<file path="config.mk">
export PLATFORM = sky130hd
export DESIGN_NAME = cam_capture_scaler
export DESIGN_NICKNAME = d
export VERILOG_FILES = /design/src/rtl/cam_capture_scaler.sv
export SDC_FILE = /design/constraint.sdc
export NUM_CORES = 1
export LEC_CHECK = 0
export BUFFER_PORTS_ARGS = -buffer_cell sky130_fd_sc_hd__buf_2
export CORE_ASPECT_RATIO = 0.5
export CORE_UTILIZATION = 53
export CTS_BUF_LIST = sky130_fd_sc_hd__clkbuf_4 sky130_fd_sc_hd__clkbuf_8
export DETAILED_ROUTE_END_ITERATION = 12
export PLACE_DENSITY = 0.81
export SLEW_MARGIN = 20
export SYNTH_ARGS = -nofsm -noshare
export SYNTH_HDL_FRONTEND = slang
export SYNTH_SLANG_ARGS = --single-unit
</file>
<file path="constraint.sdc">
create_clock -name clk -period 2.2 [get_ports clk]
set_input_delay 0.22 -clock clk [delete_from_list [all_inputs] [get_ports clk]]
set_output_delay 0.22 -clock clk [all_outputs]
set_load 0.02 [all_outputs]
</file>
<file path="src/rtl/cam_capture_scaler.sv">
// Camera byte-pair capture: RGB565 -> RGB444/grey, 1:1/2:1/4:1 decimation, linear frame-buffer writes.
// Optional crop window enabled by defining CAPTURE_CROP_EN.
module cam_capture_scaler #(
    parameter int H_ACTIVE = 640,
    parameter int V_ACTIVE = 480,
    parameter int ADDR_W   = 17,
    parameter int DEPTH    = 76800,
    parameter int CNT_W    = 8,
    parameter int CROP_X0  = 0,
    parameter int CROP_Y0  = 0,
    parameter int CROP_W   = 640,
    parameter int CROP_H   = 480
) (
    input  logic              clk,
    input  logic              rst,
    input  logic              vsync,
    input  logic              href,
    input  logic [7:0]        d,
    input  logic              mode,
    input  logic [1:0]        scale,
    output logic              we,
    output logic [ADDR_W-1:0] addr,
    output logic [11:0]       dout,
    output logic              frame_done,
    output logic [CNT_W-1:0]  frame_cnt,
    output logic              overflow,
    output logic              line_err
);

    localparam int COL_W = $clog2(H_ACTIVE + 1) + 1;
    localparam int ROW_W = $clog2(V_ACTIVE + 1) + 1;
    localparam logic [31:0] H_U     = H_ACTIVE;
    localparam logic [31:0] V_U     = V_ACTIVE;
    localparam logic [31:0] DEPTH_U = DEPTH;
`ifdef CAPTURE_CROP_EN
    localparam logic [31:0] X0 = CROP_X0;
    localparam logic [31:0] XW = CROP_W;
    localparam logic [31:0] Y0 = CROP_Y0;
    localparam logic [31:0] YH = CROP_H;
`endif

    typedef enum logic [1:0] {IDLE, SYNC, ACTIVE} state_t;

    state_t             state_q, state_d;
    logic               vsync_q, href_q;
    logic               phase_q, phase_d;
    logic [7:0]         hi_q, hi_d;
    logic               mode_q, mode_d;
    logic [1:0]         scale_q, scale_d;
    logic [COL_W-1:0]   col_q, col_d;
    logic [ROW_W-1:0]   row_q, row_d;
    logic               we_q, we_d;
    logic [ADDR_W-1:0]  addr_q, addr_d;
    logic [11:0]        dout_q, dout_d;
    logic               done_q, done_d;
    logic [CNT_W-1:0]   cnt_q, cnt_d;
    logic               ovf_q, ovf_d;
    logic               lerr_q, lerr_d;

    logic        vs_rise, vs_fall, href_fall;
    logic [15:0] pix;
    logic [6:0]  grey_sum;
    logic [11:0] conv;
    logic [31:0] cx, cy, x_off, y_off;
    logic [1:0]  mask;
    logic        in_win, keep;

    always_comb begin
        vs_rise   = vsync & ~vsync_q;
        vs_fall   = ~vsync & vsync_q;
        href_fall = ~href & href_q;
        pix       = {hi_q, d};
        grey_sum  = 7'(pix[15:11]) + 7'(pix[10:5]) + 7'(pix[4:0]);
        conv      = mode_q ? {3{grey_sum[6:3]}} : {pix[15:12], pix[10:7], pix[4:1]};
        cx        = 32'(col_q);
        cy        = 32'(row_q);
`ifdef CAPTURE_CROP_EN
        in_win = (cx >= X0) && (cx < X0 + XW) && (cy >= Y0) && (cy < Y0 + YH);
        x_off  = cx - X0;
        y_off  = cy - Y0;
`else
        in_win = 1'b1;
        x_off  = cx;
        y_off  = cy;
`endif
        case (scale_q)
            2'd0:    mask = 2'b00;
            2'd1:    mask = 2'b01;
            default: mask = 2'b11;
        endcase
        keep = in_win && (cy < V_U) && ((x_off[1:0] & mask) == 2'b00) && ((y_off[1:0] & mask) == 2'b00);
    end

    always_comb begin
        state_d = state_q;
        phase_d = phase_q;
        hi_d    = hi_q;
        mode_d  = mode_q;
        scale_d = scale_q;
        col_d   = col_q;
        row_d   = row_q;
        we_d    = 1'b0;
        addr_d  = addr_q;
        dout_d  = dout_q;
        done_d  = 1'b0;
        cnt_d   = cnt_q;
        ovf_d   = ovf_q;
        lerr_d  = lerr_q;
        case (state_q)
            IDLE: begin
                if (vsync) state_d = SYNC;
            end
            SYNC: begin
                if (vs_fall) begin
                    state_d = ACTIVE;
                    mode_d  = mode;
                    scale_d = (scale == 2'd3) ? 2'd2 : scale;
                    addr_d  = '0;
                    col_d   = '0;
                    row_d   = '0;
                    ovf_d   = 1'b0;
                    lerr_d  = 1'b0;
                    phase_d = 1'b0;
                end
            end
            ACTIVE: begin
                // Post-write increment never collides with a new pixel: phase1 samples are >= 2 cycles apart.
                if (we_q) addr_d = addr_q + 1'b1;
                if (vs_rise) begin
                    state_d = SYNC;
                    done_d  = 1'b1;
                    cnt_d   = cnt_q + 1'b1;
                    phase_d = 1'b0;
                end else if (href) begin
                    phase_d = ~phase_q;
                    if (!phase_q) begin
                        hi_d = d;
                    end else begin
                        if (col_q != '1) col_d = col_q + 1'b1;
                        if (keep) begin
                            if (32'(addr_q) < DEPTH_U) begin
                                we_d   = 1'b1;
                                dout_d = conv;
                            end else begin
                                ovf_d = 1'b1;
                            end
                        end
                    end
                end else begin
                    phase_d = 1'b0;
                    if (href_fall) begin
                        if (cx != H_U) lerr_d = 1'b1;
                        col_d = '0;
                        if (row_q != '1) row_d = row_q + 1'b1;
                    end
                end
            end
            default: state_d = IDLE;
        endcase
    end

    always_ff @(posedge clk) begin
        if (rst) begin
            state_q <= IDLE;
            vsync_q <= 1'b0;
            href_q  <= 1'b0;
            phase_q <= 1'b0;
            hi_q    <= '0;
            mode_q  <= 1'b0;
            scale_q <= '0;
            col_q   <= '0;
            row_q   <= '0;
            we_q    <= 1'b0;
            addr_q  <= '0;
            dout_q  <= '0;
            done_q  <= 1'b0;
            cnt_q   <= '0;
            ovf_q   <= 1'b0;
            lerr_q  <= 1'b0;
        end else begin
            state_q <= state_d;
            vsync_q <= vsync;
            href_q  <= href;
            phase_q <= phase_d;
            hi_q    <= hi_d;
            mode_q  <= mode_d;
            scale_q <= scale_d;
            col_q   <= col_d;
            row_q   <= row_d;
            we_q    <= we_d;
            addr_q  <= addr_d;
            dout_q  <= dout_d;
            done_q  <= done_d;
            cnt_q   <= cnt_d;
            ovf_q   <= ovf_d;
            lerr_q  <= lerr_d;
        end
    end

    assign we         = we_q;
    assign addr       = addr_q;
    assign dout       = dout_q;
    assign frame_done = done_q;
    assign frame_cnt  = cnt_q;
    assign overflow   = ovf_q;
    assign line_err   = lerr_q;

endmodule

</file>
==> flow_metrics.py <==
metrics = {
    "logic_synthesis": {
        "synthTopCellsByArea": "dfxtp_1 41%, nor2_1 5.3%, xnor2_1 5.2%",
        "synth-seq-area-share_pct": 40.69,
        "synth_cells": 428,
        "count_of_flip_flops_with_a_built_in_enable_after_synthesis": 0,
        "syn-cell-area_sq_um": 3837,
        "synth_ff_type": "dfxtp_1",
        "ys_types": 61,
        "synth-async-reset-ratio_pct": 0,
        "syn_nets": 457,
        "postSynthAreaPerCell_sq_um": 8.966,
        "yosysTopAreaCell": "dfxtp_1",
        "synth_warn": 0,
        "yosysTopAreaCellShare_pct": 40.69,
        "synth_seq_cells": 78,
    },
    "power_and_ir_drop": {
        "leakagePower_nw": 1.718,
        "powerDensity_nw_per_um2": 612.4,
        "max-vdd-ir-drop_mv": 0.3334,
    },
    "placement": {
        "worst_setup_slack_after_placement_ns": -0.08723,
        "gp_routability_congestion": 0.8614,
        "port_buffers": 55,
        "place.detailed.hpwl_mm": 6.065,
        "placedInstanceArea_sq_um": 4267,
    },
    "final_layout": {
        "n_fill_cell": 583,
        "sequential_cell_area_sq_um": 1565,
        "final_design_area_no_fill_sq_um": 4513,
        "layout.cells.most_common": "dfxtp_1",
        "drive_above_1_share_pct": 22.49,
        "multi_input_comb_area_sq_um": 2147,
        "mostFrequentLayoutCells": "75 x dfxtp_1, 55 x buf_2, 54 x nor2_1",
        "finalNetCount": 522,
        "antenna_cells": 0,
        "area_growth_syn_to_layout_pct": 17.61,
    },
    "clock_tree": {
        "clock_sinks": 78,
        "clkTransAtPathRegs_ns": 0.08,
        "postCtsSetupRepairBufs": 0,
        "clockRootBuffer": "clkbuf_8",
        "later_pin_clock_latency_in_the_skew_report_ns": 0.36,
        "cts-htree-levels": 3,
        "cts_tree": "built",
        "hold_buffers": 0,
        "numCtsBuffers": 9,
        "max-clock-path-buffers": 2,
    },
    "die": {
        "core.rowCount": 21,
        "coreArea_sq_um": 6832,
        "fp.dieW_um": 122.3,
        "floorplan.initialDensity_pct": 56.17,
        "design.die.area_sq_um": 7606,
        "chipHeight_um": 62.17,
        "top_level_ports": 56,
    },
    "timing": {
        "final-max-slew-violation-count": 0,
        "tightest_slew_ns": 0.4613,
        "final_min_period_ns": 2.098,
        "worst_slew_margin_rel_pct": 69.21,
        "achievable-frequency_mhz": 476.6,
        "final_min_period_over_clock_period_pct": 95.37,
        "timing.final.hold_violations": 0,
        "final-setup-viol-count": 0,
        "worst_clock_skew_on_the_final_layout_ns": 0.004235,
        "timing.final.ws_setup_ns": 0.1018,
    },
    "drt": {
        "drc": 0,
        "post_drt_via_cell_ratio": 5.566,
        "via_count": 3284,
        "routed_wirelength_mm": 8.492,
        "wl_per_cell_um": 14.39,
        "drt_pass1_iterations": 4,
        "final_antenna_net_count": 0,
        "initialDrtViolationCount": 212,
    },
    "worst_setup_path": {
        "worstPathArrival_ns": 2.37,
        "critPathLaunchType": "register",
        "timing.critical_path.to_type": "register",
        "critical_path_class": "reg2reg",
        "worstPathRequired_ns": 2.47,
        "crit_path_max_fanout": 3,
    },
    "job": {
        "max_cap_violations": 0,
    },
    "global_route": {
        "grt_first_pass_wirelength_mm": 14.10,
        "vias_in_the_first_global_route": 2983,
        "grt_antenna_before_repair": 0,
        "grt.overflow.total": 0,
        "grt_max_degree": 21,
        "globalRouteTotalUtil_pct": 23.70,
    },
    "min_path": {
        "worst_hold_path_type": "in2reg",
    },
    "status": {
        "status": "complete, no violations",
    },
}
[sequential cells by signal, summed over array words and instances (netlist names)]
register and flops:
addr 17, dout 12, col_q 11, row_q 10
frame_cnt 8, hi_q 8, scale_q 2, state_q 2
frame_done 1, href_q 1, line_err 1, mode_q 1
overflow 1, phase_q 1, vsync_q 1, we 1
[layer usage]
| layer | global-route usage [%] | part of all wire (%) | up-vias | wire length [um] |
|---|---|---|---|---|
| met2 | 36.52 | 45 | 89 | 3835 |
| met3 | 7.629 | 5.6 | 11 | 479 |
| met1 | 31.18 | 48 | 1522 | 4067 |
| met5 | 0 | 0 | - | 0 |
| met4 | 7.927 | 1.3 | 0 | 109 |
| li1 | - | - | 1662 | - |
[final timing paths]
path,start,to,slack [ns],depth (start not counted)
setup reg to reg,hi_q[0]$_SDFFE_PP0P_,dout[6]$_SDFFE_PP0P_,0.10,7
hold / removal,mode,mode_q$_SDFFE_PP0P_,0.09,3
setup / recovery,hi_q[0]$_SDFFE_PP0P_,dout[6]$_SDFFE_PP0P_,0.10,7
hold reg to reg,overflow$_SDFFE_PP0P_,overflow$_SDFFE_PP0P_,0.47,2
[cell families (layout without fill, tap and decap cells)]
kind of cell / Yosys count / count (layout) / share of synthesized area (%)
xor gates and xnor gates: 31 / 31 / 7.075
AOI/OAI and AO/OA: 79 / 79 / 14.57
DFF: 78 / 78 / 40.69
adders and majority gates: 14 / 14 / 5.347
and+or+nand+nor: 182 / 182 / 25.69
buffers and inverters: 34 / 104 / 4.010
muxes: 10 / 10 / 2.609
[synth_stat cells, types with 3 or more instances]
cell / number
buf_2: 6
o21ai_0: 11
nor2_1: 54
mux2i_1: 10
clkbuf_1: 6
xor2_1: 8
nand2b_1: 13
and3_1: 3
nor3_1: 14
nor2b_1: 3
xnor2_1: 23
a311oi_1: 12
a21o_1: 3
a31oi_1: 3
or3_1: 7
nor4_1: 11
inv_1: 16
buf_1: 3
nand3_1: 15
o21a_1: 3
or2_2: 3
fa_1: 4
nand4_1: 10
and4_1: 4
dfxtp_1: 78
nand2_1: 25
nand3b_1: 3
ha_1: 10
a21oi_1: 29
[critical path: stages, from the launching register on]
cell	delay, ns
dfxtp_2	0.33
fa_1	0.45
ha_1	0.30
a21o_1	0.18
a21o_1	0.19
o21ai_2	0.14
nand3b_1	0.13
a311oi_1	0.28
[what timing repair did]
item / in CTS / in global routing
gates cloned: 0 / 0
endpoints found under the setup margin: 6 / 9
resized for setup: 1 / 8
pin swaps: 0 / 5
[power by group]
group	switching [mW]	internal, mW
sequential	0.0113	1.42
combinational	0.0845	0.0603
clock	0.525	0.665
[area by class of cell]
type                    instances  area share, %
clock inverters                 6          1.885
multi-input cells             316          47.57
clock buffers                  10          3.050
inverters                      16          1.331
flip-flops and latches         78          34.68
well taps                      92          2.551
repair buffers                 72          8.927
[metrics by stage]
stage	power, mW	setup TNS [ns]	hold slack, ns	instances	util (%)
after CTS	2.780	0	0.07889	590	65.71
final	2.764	0	0.09061	590	66.06
after detailed placement	1.597	-0.2233	0.4626	574	62.45
after global placement	1.594	-0.03692	0.4482	574	62.45
after global routing	2.865	-0.005862	0.07821	590	66.06
after floorplan	1.546	0	0.3482	428	-
Power figures use the tool's default switching activity.
